===== config.mk =====
export PLATFORM = sky130hd
export DESIGN_NAME = txstream_fifo_flat
export DESIGN_NICKNAME = d
export VERILOG_FILES = /design/src/rtl/txstream_if.sv /design/src/rtl/txstream_fifo.sv /design/src/flat_wrapper.sv
export SDC_FILE = /design/constraint.sdc
export NUM_CORES = 2
export LEC_CHECK = 0
export ABC_AREA = 1
export BUFFER_PORTS_ARGS = -buffer_cell sky130_fd_sc_hd__buf_2
export CAP_MARGIN = 20
export CORE_AREA = 2 2 545 547
export DETAILED_ROUTE_END_ITERATION = 10
export DIE_AREA = 0 0 547 549
export GPL_TIMING_DRIVEN = 0
export PLACE_DENSITY = 0.45
export SYNTH_ARGS = -nofsm -noshare
export SYNTH_HDL_FRONTEND = slang
export SYNTH_SLANG_ARGS = --single-unit

===== constraint.sdc =====
create_clock -name clk -period 10.11 [get_ports clk]
set_clock_uncertainty 0.2 [all_clocks]
set_input_delay 2.022 -clock clk [delete_from_list [all_inputs] [get_ports clk]]
set_output_delay 2.022 -clock clk [all_outputs]
set_load 0.05 [all_outputs]

===== src/rtl/txstream_if.sv =====
// Stream port group between txstream_fifo (master) and the serial message encoder (slave).
// The encoder samples count/id when avail rises, then returns exactly count pulls.
interface txstream_if;
  logic [31:0] strm_data;
  logic [7:0]  strm_count;
  logic [3:0]  strm_id;
  logic        strm_avail;
  logic        strm_pull;

  modport master (
    output strm_data,
    output strm_count,
    output strm_id,
    output strm_avail,
    input  strm_pull
  );

  modport slave (
    input  strm_data,
    input  strm_count,
    input  strm_id,
    input  strm_avail,
    output strm_pull
  );
endinterface


===== src/rtl/txstream_fifo.sv =====
// Sample FIFO framing messages for the stream encoder (threshold/flush; idle timeout under TXSTREAM_TIMEOUT_EN); push and trigger take 1 edge.
// No input backpressure: a push at full is dropped and sets sticky overflow; output drains only on strm_pull while a message is offered.
module txstream_fifo #(
  parameter int ADDR_W    = 6,
  parameter int STRM_ID   = 0,
  parameter int THRESHOLD = 16,
  parameter int MAX_COUNT = 32,
  parameter int TIMEOUT   = 1000
) (
  input  logic            clk,
  input  logic            rst_n,
  input  logic [31:0]     in_data,
  input  logic            in_valid,
  input  logic            flush,
  input  logic            ovf_clear,
  txstream_if.master      strm,
  output logic [ADDR_W:0] level,
  output logic            overflow
);

  localparam int              DEPTH   = 1 << ADDR_W;
  localparam logic [ADDR_W:0] DEPTH_L = (ADDR_W + 1)'(DEPTH);
  localparam logic [ADDR_W:0] THR_L   = (ADDR_W + 1)'(THRESHOLD);
  localparam logic [ADDR_W:0] LVL_ONE = (ADDR_W + 1)'(1);
  localparam logic [ADDR_W-1:0] PTR_ONE = ADDR_W'(1);

  typedef enum logic {
    ST_IDLE,
    ST_SEND
  } state_t;

  state_t            state_q, state_d;
  logic [ADDR_W-1:0] rd_ptr_q, rd_ptr_d;
  logic [ADDR_W-1:0] wr_ptr_q, wr_ptr_d;
  logic [ADDR_W:0]   level_q, level_d;
  logic [7:0]        rem_q, rem_d;
  logic [7:0]        cnt_q, cnt_d;
  logic              ovf_q, ovf_d;

  logic              full;
  logic              push;
  logic              drop;
  logic              pop;
  logic              trigger;
  logic              tmo_fire;
  logic [7:0]        take;

  logic [31:0]       mem [DEPTH];

  assign full    = (level_q == DEPTH_L);
  assign push    = in_valid && !full;
  assign drop    = in_valid && full;
  assign pop     = strm.strm_pull && (state_q == ST_SEND);
  assign trigger = (state_q == ST_IDLE) && (level_q != '0) &&
                   ((level_q >= THR_L) || flush || tmo_fire);

`ifdef TXSTREAM_TIMEOUT_EN
  localparam int             TMR_W    = $clog2(TIMEOUT);
  localparam logic [TMR_W-1:0] TMR_FIRE = TMR_W'(TIMEOUT - 1);

  logic [TMR_W-1:0] timer_q, timer_d;

  // Counts idle cycles with data waiting; holds at the fire value (trigger leaves IDLE anyway).
  always_comb begin
    timer_d = timer_q;
    if ((level_q == '0) || (state_q != ST_IDLE)) begin
      timer_d = '0;
    end else if (timer_q != TMR_FIRE) begin
      timer_d = timer_q + TMR_W'(1);
    end
  end

  assign tmo_fire = (timer_q == TMR_FIRE);

  always_ff @(posedge clk or negedge rst_n) begin
    if (!rst_n) begin
      timer_q <= '0;
    end else begin
      timer_q <= timer_d;
    end
  end
`else
  assign tmo_fire = 1'b0;
`endif

  always_comb begin
    if (int'(level_q) > MAX_COUNT) begin
      take = 8'(MAX_COUNT);
    end else begin
      take = 8'(level_q);
    end
  end

  always_comb begin
    wr_ptr_d = wr_ptr_q;
    rd_ptr_d = rd_ptr_q;
    level_d  = level_q;
    ovf_d    = ovf_q;

    if (push) begin
      wr_ptr_d = wr_ptr_q + PTR_ONE;
    end
    if (pop) begin
      rd_ptr_d = rd_ptr_q + PTR_ONE;
    end
    if (push && !pop) begin
      level_d = level_q + LVL_ONE;
    end else if (pop && !push) begin
      level_d = level_q - LVL_ONE;
    end

    // A drop wins over a simultaneous clear so no loss goes unreported.
    if (drop) begin
      ovf_d = 1'b1;
    end else if (ovf_clear) begin
      ovf_d = 1'b0;
    end
  end

  always_comb begin
    state_d = state_q;
    rem_d   = rem_q;
    cnt_d   = cnt_q;
    case (state_q)
      ST_IDLE: begin
        if (trigger) begin
          state_d = ST_SEND;
          cnt_d   = take;
          rem_d   = take;
        end
      end
      ST_SEND: begin
        if (pop) begin
          rem_d = rem_q - 8'd1;
          if (rem_q == 8'd1) begin
            state_d = ST_IDLE;
          end
        end
      end
      default: state_d = ST_IDLE;
    endcase
  end

  always_ff @(posedge clk or negedge rst_n) begin
    if (!rst_n) begin
      state_q  <= ST_IDLE;
      rd_ptr_q <= '0;
      wr_ptr_q <= '0;
      level_q  <= '0;
      rem_q    <= '0;
      cnt_q    <= '0;
      ovf_q    <= 1'b0;
    end else begin
      state_q  <= state_d;
      rd_ptr_q <= rd_ptr_d;
      wr_ptr_q <= wr_ptr_d;
      level_q  <= level_d;
      rem_q    <= rem_d;
      cnt_q    <= cnt_d;
      ovf_q    <= ovf_d;
    end
  end

  always_ff @(posedge clk) begin
    if (push) begin
      mem[wr_ptr_q] <= in_data;
    end
  end

  assign strm.strm_data   = mem[rd_ptr_q];
  assign strm.strm_count  = cnt_q;
  assign strm.strm_id     = 4'(STRM_ID);
  assign strm.strm_avail  = (state_q == ST_SEND);
  assign level            = level_q;
  assign overflow         = ovf_q;

endmodule


===== src/flat_wrapper.sv =====
// flat-port wrapper written by rule: the top's interface ports become plain ports
module txstream_fifo_flat 
#(
  parameter int ADDR_W    = 6,
  parameter int STRM_ID   = 0,
  parameter int THRESHOLD = 16,
  parameter int MAX_COUNT = 32,
  parameter int TIMEOUT   = 1000
)
  (clk, rst_n, in_data, in_valid, flush, ovf_clear, level, overflow, strm_strm_data, strm_strm_count, strm_strm_id, strm_strm_avail, strm_strm_pull);
  txstream_if strm_i ();
  input  logic clk;
  input  logic rst_n;
  input  logic [31:0] in_data;
  input  logic in_valid;
  input  logic flush;
  input  logic ovf_clear;
  output logic [ADDR_W:0] level;
  output logic overflow;
  output wire logic [$bits(strm_i.strm_data)-1:0] strm_strm_data;
  output wire logic [$bits(strm_i.strm_count)-1:0] strm_strm_count;
  output wire logic [$bits(strm_i.strm_id)-1:0] strm_strm_id;
  output wire logic [$bits(strm_i.strm_avail)-1:0] strm_strm_avail;
  input wire logic [$bits(strm_i.strm_pull)-1:0] strm_strm_pull;
  assign strm_strm_data = strm_i.strm_data;
  assign strm_strm_count = strm_i.strm_count;
  assign strm_strm_id = strm_i.strm_id;
  assign strm_strm_avail = strm_i.strm_avail;
  assign strm_i.strm_pull = strm_strm_pull;
  txstream_fifo #(.ADDR_W(ADDR_W), .STRM_ID(STRM_ID), .THRESHOLD(THRESHOLD), .MAX_COUNT(MAX_COUNT), .TIMEOUT(TIMEOUT)) u_core (.clk(clk), .rst_n(rst_n), .in_data(in_data), .in_valid(in_valid), .flush(flush), .ovf_clear(ovf_clear), .strm(strm_i), .level(level), .overflow(overflow));
endmodule

==> impl_metrics.ini <==
[critical_path]
r2r_setup_slack_ns = 5.61
critical-path-max-stage-delay_ns = 0.68
crit_path_start_kind = flip-flop
worstSetupEndpointType = output port
worst_reg2reg_path_length_in_cells = 8
worstPathMaxFanout = 10
cp_cell_sequence = buf_6 > buf_2 > buf_2 > buf_2 > nand2_1 > nand3_1 > a21oi_1 > nor2_1 > nand2_1 > nand3_1 > nand2_1 > buf_2
required_ns = 7.89
worst_path_most_repeated_cell = buf_2
timing.critical_path.slowest_stage_cell = buf_2
critical_path_class = flip-flop to output port
worst_ep_arrival_time_ns = 5.33

[logic_synthesis]
synth_top_area_cell = edfxtp_1
synth.area.top_cells = edfxtp_1 70%, nand2_1 12%, nand3_1 4.8%
ys_seq_elements = 2084
cell_count_after_synthesis = 8227
fraction_of_the_yosys_area_taken_by_sequential_cells_pct = 70.9
average_size_of_a_mapped_cell_um2 = 10.7
synth-warning-count = 0
yosysTopAreaCellShare_pct = 69.9
synth.distinct_cells = 30
synth_area_um2 = 88000

[timing]
final-hold-violation-count = 0
timing_limited_maximum_frequency_ghz = 0.132
final_min_period_over_clock_period_pct = 74.7
hold_ws_ns = 0.271
final-max-slew-violation-count = 0
tightestPinTransition_ns = 1.16
minimum_clock_period_ns = 7.55
setup_repair_after_global_routing_missed_its_margin = false
postLayoutSetupSlackWorst_ns = 2.56
finalSetupViolations = 0
max-slew-margin-rel_pct = 22.9

[final_layout]
number_of_standard_cells_in_the_final_layout_excluding_fillers = 12809
final_area_um2 = 104000
area_delta_synth_final_pct = 18.3
drive_gt1_share_pct = 9.37
design.final.nets = 8726

[min_path]
timing.hold.worst.class = flip-flop to flip-flop
timing.hold.worst_path_depth = 2

[die]
std_cell_rows = 200
die_x_um = 547
boundaryPins = 91
initial_core_util_pct = 29.8
placeableCoreArea_um2 = 295000
die_area_um2 = 300000
die_y_um = 549

[pwr]
worst_ir_drop_vdd_v = 0.000209
p_per_area_nw_per_um2 = 302
finalPower_mw = 31.4
power.switching_fraction_pct = 44.0
p_seq_share_pct = 31.7
cellInternalPower_mw = 17.6
p_clk_share_pct = 26.9
p_switching_mw = 13.8
comb_power_share_pct = 41.4
p_leak_nw = 40.4

[clock_tree]
worst_skew_pair.late_latency_ns = 0.93
ctsResizeCount = 0
cts_buffer_depth = 4
clk_transition_reported_paths_ns = 0.06
h-tree-depth = 4
cts_inserted_buffers = 233
clock-sinks = 2084
cts_tree = yes
cts.repair_timing.setup_buffer_count = 0
cts_hold_buffers = 0
cts.root.buffer_cell = clkbuf_16

[place]
place.gp.congestion = 0.969
place.detailed.instances = 12379
hpwl_mm = 252
placement.setup.worst_slack_ns = 3.81
placement.cell_area_um2 = 96600
buffer_ports.inserted = 85

[global_route]
first_global_vias = 58375
grt_util_all_layers_pct = 23.2
first_pass_grt_wire_length_mm = 482
grt_max_degree = 65
grt_remaining_overflow = 0
grt_antenna_before_repair = 38
met2_usage_pct = 35.5
grt.met3_usage_pct = 4.72
gr-max-usage-layer = met2
met1_track_demand_over_resource_pct = 32.2

[status]
status = finished clean

[route]
wl_per_cell_um = 27.9
route.antenna.remaining_nets = 0
postRouteWirelength_mm = 357
initialDrtViolationCount = 8203
drt_pass1_iterations = 6
dr_vias_cell = 4.93
num_vias = 63098
detail_route.drc_violations = 0

[run]
max_cap_violations = 0
sequential cells by signal (all words and copies together) (netlist names):
signal                  count
u_core.wr_ptr_q             6
u_core.strm.strm_avail      1
u_core.mem               2048
u_core.strm.strm_count      7
u_core.level                7
u_core.rem_q                8
u_core.overflow             1
u_core.rd_ptr_q             6
cells in the final DEF, fill, tap and decap left out, drive strengths merged:
cell type / netlist / layout
a31oi: 2 / 2
and2: 1 / 1
conb: 1 / 5
inv: 775 / 780
buf: 243 / 453
diode: 0 / 12
nand3: 850 / 850
clkinv: 2 / 105
nor2: 786 / 786
or2: 32 / 32
bufinv: 0 / 25
o211ai: 3 / 3
nand4: 5 / 5
xor2: 9 / 9
ha: 11 / 11
dfrtp: 36 / 36
clkbuf: 198 / 480
o31ai: 2 / 2
fa: 1 / 1
nor3: 5 / 5
o21ai: 316 / 316
edfxtp: 2048 / 2048
xnor2: 4 / 4
nand2: 2763 / 2763
nor4: 2 / 2
clkinvlp: 0 / 2
a21oi: 132 / 132
power by group through the flow:
| stage | logic (mW) | registers (mW) | clock network [mW] |
|---|---|---|---|
| 3_5_place_dp | 12.7 | 10.1 | 0 |
| 3_3_place_gp | 12.5 | 10.2 | 0 |
| 2_1_floorplan | 6.56 | 10.2 | 0 |
| 5_1_grt | 13.7 | 9.98 | 8.88 |
| 4_1_cts | 12.8 | 9.96 | 8.55 |
| 6_report | 13.0 | 9.96 | 8.45 |
worst max-delay path: cells and delay by family, from the launching register on:
kind,cells,cell delay (ns)
buffers and inverters,5,2.08
AND/OR/NAND/NOR,6,1.83
flip-flops,1,0.38
AO/OA/AOI/OAI,1,0.07
cells in the mapped netlist, drive strengths merged:
cell	count
nand2	2763
edfxtp	2048
nand3	850
nor2	786
inv	775
o21ai	316
buf	243
clkbuf	198
a21oi	132
dfrtp	36
or2	32
ha	11
xor2	9
nand4	5
nor3	5
xnor2	4
o211ai	3
a31oi	2
clkinv	2
nor4	2
o31ai	2
and2	1
conb	1
fa	1
path summary, 6_finish.rpt:
| check | end | from |
|---|---|---|
| max | strm_strm_data[11] | u_core.rd_ptr_q[0] |
| min | u_core.strm.strm_count[4] | u_core.strm.strm_count[4] |
| max reg2reg | u_core.mem[46][8] | u_core.level[0] |
| min reg2reg | u_core.strm.strm_count[4] | u_core.strm.strm_count[4] |
| max in group asynchronous | u_core.wr_ptr_q[5] | rst_n |
| min in group asynchronous | u_core.strm.strm_count[2] | rst_n |
cells by family after synthesis:
group | after synthesis | share of synthesized area [%]
AO/OA/AOI/OAI | 455 | 2.61
XOR/XNOR | 13 | 0.129
adder cells (fa/ha/maj) | 12 | 0.179
buffers and inverters | 1218 | 5.87
flip-flops | 2084 | 70.9
other | 1 | 0.00426
AND/OR/NAND/NOR | 4444 | 20.3
layout make-up:
class / instances / area, um2
fill: 29451 / 191000
sequential: 2084 / 62400
multi-input combinational: 4929 / 20900
clock buffer: 282 / 6130
tap: 3939 / 4930
timing repair buffer: 210 / 3250
inverter: 777 / 2920
buffer: 441 / 2260
clock inverter: 135 / 1280
antenna: 12 / 30.0
per-layer routing:
layer,wire length [um],part of all wire [%],vias up
met5,13,0.0036,-
li1,-,-,28152
met1,151000,42,31503
met3,32300,9.1,538
met4,16600,4.6,2
met2,157000,44,2903
stage by stage:
stage	util, %	setup TNS [ns]
after CTS	35.3	0
final	35.3	0
after global routing	35.3	0
after global placement	31.6	-7.47
after detailed placement	32.8	0
after floorplan	-	0
(Power assumes the default switching activity.)
